`src/rtl/cpu_pkg.sv`:
```
// cpu_pkg: shared MEM-stage controller types and defaults.
package cpu_pkg;
    typedef enum logic [1:0] {
        IDLE    = 2'd0,
        BUSY    = 2'd1,
        RELEASE = 2'd2
    } mem_ctrl_state_t;
    localparam int MEM_TIMEOUT_DEFAULT = 16;
endpackage

```
`src/rtl/mem_stage_ctrl.sv`:
```
// mem_stage_ctrl: sequences req/ack data-memory accesses and stalls the pipeline until each completes.
module mem_stage_ctrl
    import cpu_pkg::*;
#(
    parameter int TIMEOUT_CYCLES = MEM_TIMEOUT_DEFAULT
) (
    input  logic        clk,
    input  logic        rst,
    input  logic        ex_memRead,
    input  logic        ex_memWrite,
    input  logic [31:0] ex_addr,
    input  logic [31:0] ex_wdata,
    output logic        dmem_req,
    output logic        dmem_we,
    output logic [31:0] dmem_addr,
    output logic [31:0] dmem_wdata,
    input  logic        dmem_ack,
    input  logic [31:0] dmem_rdata,
    output logic        stall,
    output logic        wb_bubble,
    output logic [31:0] load_data,
    output logic        busy,
    output logic        mem_err
);
    localparam int CW = $clog2(TIMEOUT_CYCLES) + 1;
    mem_ctrl_state_t state;
    logic [CW-1:0] cnt;
    logic mem_op;
    logic timeout;
    assign mem_op  = ex_memRead | ex_memWrite;
    assign timeout = cnt == CW'(TIMEOUT_CYCLES - 1);
    // The IDLE cycle that launches an access already stalls, so the op stays in MEM.
    always_comb begin
        stall     = rst ? 1'b0 : state == BUSY ? 1'b1 : state == IDLE ? mem_op : 1'b0;
        wb_bubble = stall;
        dmem_req  = state == BUSY;
        busy      = state != IDLE;
    end
    always_ff @(posedge clk) begin
        if (rst) begin
            state      <= IDLE;
            cnt        <= '0;
            dmem_we    <= 1'b0;
            dmem_addr  <= '0;
            dmem_wdata <= '0;
            load_data  <= '0;
            mem_err    <= 1'b0;
        end else begin
            case (state)
                IDLE: if (mem_op) begin
                    dmem_addr  <= ex_addr;
                    dmem_wdata <= ex_wdata;
                    dmem_we    <= ex_memWrite;
                    cnt        <= '0;
                    state      <= BUSY;
                end
                BUSY: begin
                    cnt <= cnt + 1'b1;
                    if (dmem_ack) begin
                        if (!dmem_we) load_data <= dmem_rdata;
                        state <= RELEASE;
                    end else if (timeout) begin
                        mem_err <= 1'b1;
                        if (!dmem_we) load_data <= '0;
                        state <= RELEASE;
                    end
                end
                RELEASE: state <= IDLE;
                default: state <= IDLE;
            endcase
        end
    end
endmodule

```
`config.mk`:
```
export PLATFORM = sky130hd
export DESIGN_NAME = mem_stage_ctrl
export DESIGN_NICKNAME = d
export VERILOG_FILES = /design/src/rtl/cpu_pkg.sv /design/src/rtl/mem_stage_ctrl.sv
export SDC_FILE = /design/constraint.sdc
export NUM_CORES = 1
export LEC_CHECK = 0
export ABC_AREA = 1
export CAP_MARGIN = 40
export CORE_MARGIN = 4
export CORE_UTILIZATION = 37
export DETAILED_ROUTE_END_ITERATION = 7
export PLACE_DENSITY = 0.83
export REMOVE_ABC_BUFFERS = 1
export SLEW_MARGIN = 20
export SYNTH_ARGS = -nofsm -noshare
export SYNTH_HDL_FRONTEND = slang
export SYNTH_SLANG_ARGS = --single-unit
```
`constraint.sdc`:
```
create_clock -name clk -period 1.47 [get_ports clk]
set_input_delay 0.2205 -clock clk [delete_from_list [all_inputs] [get_ports clk]]
set_output_delay 0.2205 -clock clk [all_outputs]
set_load 0.02 [all_outputs]
```
== After elaboration in Yosys (flattened, before gate mapping) ==
Index checks and enable logic that the tools add are counted.

* Add/subtract/negate cells: 1
* Eq/ne operators: 6
* Muxes and demuxes: 13
* Bitwise operators: 2
* Reduce and logical (&&, ||, !) cells: 9

{| class="wikitable"
|+ Operators with widths
! operator !! count
|-
| 32-bit two-way mux || 4
|-
| 5-bit one-hot mux with 2 select lines || 1
|-
| 2-bit two-way mux || 3
|-
| 2-bit inequality test (second input constant) || 3
|-
| 2-bit AND reduction || 3
|-
| 2-bit nonzero test || 3
|-
| 5-bit by 1-bit adder with 5-bit output (second input constant) || 1
|-
| 5-bit by 4-bit == test with 1-bit output (second input constant) || 1
|-
| 5-bit two-way mux || 1
|-
| 2-bit one-hot mux with 2 select lines || 1
|-
| 4-bit AND reduction || 1
|-
| 1-bit two-way mux || 3
|-
| 3-bit by 1-bit inequality test with 1-bit output (second input constant) || 1
|-
| 3-bit AND reduction || 1
|-
| 2-bit by 1-bit == test with 1-bit output (second input constant) || 1
|-
| 2-bit zero test || 1
|-
| 1-bit NOT || 1
|-
| 1-bit OR || 1
|}

* Register bits after elaboration: 105
* Bits of input ports: 101
* Logic and storage cells: 38

== Depth between registers and ports, before layout ==
Gate-level depths: netlist of run 1.

* Depth in word-level cells: 4
* Mapped depth: 11
* Depth with buffers taken out: 10

== Least setup slack after synthesis of run 1 ==
No wires, ideal clock.

* Kind: flip-flop to output port
* Start: register state[1]
* End: output wb_bubble
* Data arrival time: 1.406 ns
* Required time: 1.250 ns
* Path slack: -0.156 ns
* Cell stages (with the launch flop): 6
* Buffers on the path: 2
* Path through: dfxtp_1 > nor2_2 > nand2_1 > buf_2 > a21oi_1 > buf_4

* Word-level cells in the longest chain between the ends: 4
* Elaborated cells between the ends (all ways): 5
* Classes of those cells: eq/ne (1); mux (3); reduce/logical (1)

{| class="wikitable"
|+ RTL lines
! what !! line !! RTL
|-
| start, declared || mem_stage_ctrl.sv:26 || <nowiki>mem_ctrl_state_t state;</nowiki>
|-
| start signal, assigned || mem_stage_ctrl.sv:41 || <nowiki>state <= IDLE;</nowiki>
|-
| start signal, assigned || mem_stage_ctrl.sv:55 || <nowiki>state <= BUSY;</nowiki>
|-
| start signal, assigned || mem_stage_ctrl.sv:61 || <nowiki>state <= RELEASE;</nowiki>
|-
| 2-bit zero test || mem_stage_ctrl.sv:34 || <nowiki>stall = rst ? 1'b0 : state == BUSY ? 1'b1 : state == IDLE ? mem_op : 1'b0;</nowiki>
|-
| 1-bit two-way mux || mem_stage_ctrl.sv:34 ||
|-
| 1-bit two-way mux * (2 in a row) || mem_stage_ctrl.sv:34 ||
|-
| end, declared || mem_stage_ctrl.sv:20 || <nowiki>output logic wb_bubble,</nowiki>
|}

Mark *: on every way between the ends. The rest lies on a longest branch, timed or not.

== Worst setup path in the final report of run 1 ==
* Start: register cnt[0]
* End: register load_data[15]

* Word-level cells in the longest chain between the ends: 3
* Elaborated cells between the ends (all ways): 4
* Classes of those cells: eq/ne (2); reduce/logical (2)

{| class="wikitable"
|+ RTL lines
! what !! line !! RTL
|-
| start, declared || mem_stage_ctrl.sv:27 || <nowiki>logic [CW-1:0] cnt;</nowiki>
|-
| start signal, assigned || mem_stage_ctrl.sv:58 || <nowiki>cnt <= cnt + 1'b1;</nowiki>
|-
| 5-bit by 4-bit == test with 1-bit output * || mem_stage_ctrl.sv:31 || <nowiki>assign timeout = cnt == CW'(TIMEOUT_CYCLES - 1);</nowiki>
|-
| 2-bit inequality test (no line) or 2-bit nonzero test (tied branches) || -- ||
|-
| 4-bit AND reduction (no line) * || -- ||
|-
| end signal, assigned || mem_stage_ctrl.sv:60 || <nowiki>if (!dmem_we) load_data <= dmem_rdata;</nowiki>
|-
| end, declared || mem_stage_ctrl.sv:21 || <nowiki>output logic [31:0] load_data,</nowiki>
|}

Marks and branches as above.
A chain may end at the register's enable or synchronous reset.

==> flow_metrics.tcl, run 1 <==
set metrics [dict create \
    status "finished with violations" \
    failed_checks "setup timing" \
    min_period_over_period_pct 115 \
    holdCritPathClass "input pin to flip-flop" \
    synthesis.instances 584 \
    place.gp.congestion 0.786 \
    yosysTopAreaCell "dfxtp_1" \
    numPlacedInstances 905 \
    maxClockFrequency_mhz 592 \
    wire_length_of_the_first_global_routing_pass_microns 20500 \
    crit_slowest_cell "dfxtp_2" \
    drt_iter0_drc 445 \
    first_global_vias 4112 \
    dr.pass1.iters 4 \
    route.detailed.wl_per_inst_microns 14.8 \
    crit_buf_inv 2 \
    drc_errors 0 \
    vias 4530 \
    post_synth_fa_ha_maj_area_fraction_pct 0.593 \
    track_usage_pct 19.3 \
    tritoncts_clock_tree "yes" \
    die_width_microns 115 \
    final_period_minus_worst_setup_slack_ns 1.69 \
    synth.yosys.seq_area_share_pct 49.8 \
    post-dp-hpwl_microns 8940 \
    clock_sinks 105 \
    synth_simple_gate_area_share_pct 31.8 \
    cts.root.buffer_cell "clkbuf_16" \
    critical_path_peak_fanout 6 \
    detailedPlace.worstSlack_ns -0.510 \
    slowest_delay_ns 0.36 \
    report.final.slew_viol_count 0 \
    yosysUniqueCellTypes 21 \
    yosys.cell_count.top_type "nand2_1" \
    ratio_of_cells_with_drive_above_1_in_the_final_layout_pct 13.3 \
    boundaryPins 203 \
    ys_dominant_reg_cell "dfxtp_1" \
    timing.clock.skew_ns 0.00597 \
    max-cap-violations 0 \
    critical_path_required_ns 1.74 \
    synthTopCellsByArea "dfxtp_1 50%, nand2_1 15%, nand3_1 12%, a21oi_1 8.5%, inv_1 3.6%" \
    design.die.area_sq_mm 0.0132 \
    vdd_drop_max_mv 0.716 \
    grt_busiest_layer "met2" \
    port_buffers 202 \
    synth_area_sq_mm 0.00422 \
    arrival_ns 1.96 \
    cpLargestDelayFamily "simple AND/OR/NAND/NOR gates" \
    grt_use_met2_pct 31.3 \
    rows 38 \
    n_antenna_cell 0 \
    clock_tree.htree_level_count 3 \
    globalRouteMet3Util_pct 7.74 \
    ant_nets 0 \
    design.core.area_sq_mm 0.0110 \
    synth_top_family_by_area "simple AND/OR/NAND/NOR gates" \
    synth_top_cell_area_share_pct 49.8 \
    yosys_warnings 0 \
    use_met1_pct 23.1 \
    filler_cell_count 975 \
    viasPerCell 4.89 \
    final-hold-violation-count 0 \
    number_of_synthesized_flops_with_an_enable_pin 0 \
    synth_xor_xnor_area_share_pct 0 \
    die_h_microns 115 \
    grt_setup_unrepaired "yes" \
    worst_setup_path_end_kind "flip-flop" \
    grt_max_degree 106 \
    setup_viol_count_final 32 \
    grt_antenna_before_repair 0 \
    initial_core_util_pct 38.4 \
    async_flop_share_pct 0 \
    clk_pin_slew_ns 0.07 \
    postSynthRegisterBits 105 \
    p_leak_nw 3.26 \
    layoutNonFillerInstCount 927 \
    yosys-mux-area-fraction_pct 0 \
    setup.worst_path.class "flip-flop to flip-flop" \
    cellPowerDensity_mw_per_mm2 1030 \
    syn_to_final_growth_pct 64.3 \
    overflow 0 \
    numCtsBuffers 9 \
    area_fraction_in_compound_gates_after_synthesis_pct 8.86 \
    ys_top_cells_by_count "168 x nand2_1, 105 x dfxtp_1, 103 x nand3_1" \
    final_critical_path_setup_slack_ns -0.219 \
    cp-start-kind "flip-flop" \
    cts-hold-fix-buffers 0 \
    cp_cell_sequence "ha_4 -> nand2_4 -> nor2_4 -> ha_4 -> nor2_4 -> nor2_4 -> buf_12 -> nand2_8 -> clkbuf_16 -> nand2_2 -> nand2_1 -> nor2_1" \
    crit_path_frequent_cell "nor2_4" \
    nets 886 \
    post_synth.cell_area_avg_sq_um 7.23 \
    cts.path.max_buffers 2 \
    worst_skew_pair.late_latency_ns 0.34 \
    tightest_slew_ns 0.538 \
    drt_wl_total_microns 13800 \
    rel_slew_slack_pct 64.1 \
]
## worst reg2reg max path: stages (launching register included)
cell,delay (ns)
dfxtp_2,0.36
ha_4,0.15
nand2_4,0.05
nor2_4,0.10
ha_4,0.16
nor2_4,0.04
nor2_4,0.13
buf_12,0.14
nand2_8,0.10
clkbuf_16,0.19
nand2_2,0.05
nand2_1,0.05
nor2_1,0.10
## flip-flops by register name, summed over array words and instances, names as in the netlist
name	count
state	2
mem_err	1
load_data	32
cnt	5
dmem_we	1
dmem_addr	32
dmem_wdata	32
## cells in the final DEF (no fill, tap or decap), types with 12 or more instances in the layout
cell type | synthesis | routed
clkdlybuf4s50_1 | 0 | 97
inv_1 | 40 | 40
buf_4 | 5 | 21
dlygate4sd2_1 | 0 | 97
nand3_1 | 103 | 103
clkbuf_16 | 0 | 12
nand2_1 | 168 | 131
dfxtp_1 | 105 | 101
nor2_1 | 34 | 32
a21oi_1 | 72 | 71
nand2_2 | 2 | 33
## area by class of cell
class | count | area, sq um | share of cell area [%]
clock buffers | 12 | 246 | 3.55
repair buffers | 235 | 2310 | 33.4
well taps | 140 | 175 | 2.53
multi-input cells | 391 | 1920 | 27.7
inverters | 41 | 154 | 2.22
flip-flops and latches | 105 | 2110 | 30.4
clock inverters | 3 | 17.5 | 0.253
## cell families (layout without fill, tap and decap cells)
| logic type | after synthesis | after routing |
|---|---|---|
| AO/OA/AOI/OAI | 74 | 74 |
| adder cells (fa/ha/maj) | 2 | 2 |
| buffers and inverters | 88 | 291 |
| flip-flops | 105 | 105 |
| AND/OR/NAND/NOR | 315 | 315 |
## what timing repair did
action	in CTS	in global routing
buffers inserted	2	1
cloned	1	4
setup endpoints to repair	196	51
gates resized for setup	134	43
pin swaps	8	10
## worst paths after layout
path | start | end | slack (ns) | depth (start not counted)
worst max register to register | cnt[0] | load_data[15] | -0.22 | 12
worst min register to register | dmem_wdata[12] | dmem_wdata[12] | 0.46 | 2
worst min-delay path | ex_memWrite | dmem_we | 0.32 | 4
worst max-delay path | cnt[0] | load_data[15] | -0.22 | 12
## power breakdown
part           switching [W]  internal, W  total, W  leakage, nW
registers           0.000104      0.00306   0.00317        0.864
clock network        0.00102      0.00118   0.00221        0.128
logic               0.000998     0.000802   0.00180         2.27
total                0.00213      0.00505   0.00717         3.26
## through the flow
stage | utilization [%] | hold WS (ns) | area, sq um | TNS, ns | power [W]
after global placement | 59.0 | 0.448 | 6480 | -29.05 | 0.00503
after global routing | 63.1 | 0.329 | 6930 | -7.94 | 0.00752
after detailed placement | 59.0 | 0.451 | 6480 | -34.06 | 0.00506
after CTS | 61.0 | 0.409 | 6700 | -5.32 | 0.00715
after floorplan | - | 0.290 | 4000 | -164.49 | 0.00402
final | 63.1 | 0.318 | 6930 | -5.28 | 0.00717
## layer usage
| layer | routed length (microns) | part of all wire, % | vias up |
|---|---|---|---|
| met5 | 0 | 0 | - |
| met4 | 295 | 2.1 | 0 |
| met3 | 1600 | 12 | 24 |
| met2 | 6530 | 47 | 195 |
| met1 | 5330 | 39 | 2053 |
| li1 | - | - | 2258 |
Note: power is estimated with default switching activity, not from simulation.
==> inputs of run 2 (changes only) <==
--- a/config.mk
+++ b/config.mk
@@ -9,6 +9,7 @@
 export CAP_MARGIN = 40
 export CORE_MARGIN = 4
 export CORE_UTILIZATION = 37
+export CTS_CLUSTER_SIZE = 25
 export DETAILED_ROUTE_END_ITERATION = 7
 export PLACE_DENSITY = 0.83
 export REMOVE_ABC_BUFFERS = 1
==> results of run 2 <==
No change in the layout: final DEF, timing and power equal those of run 1.
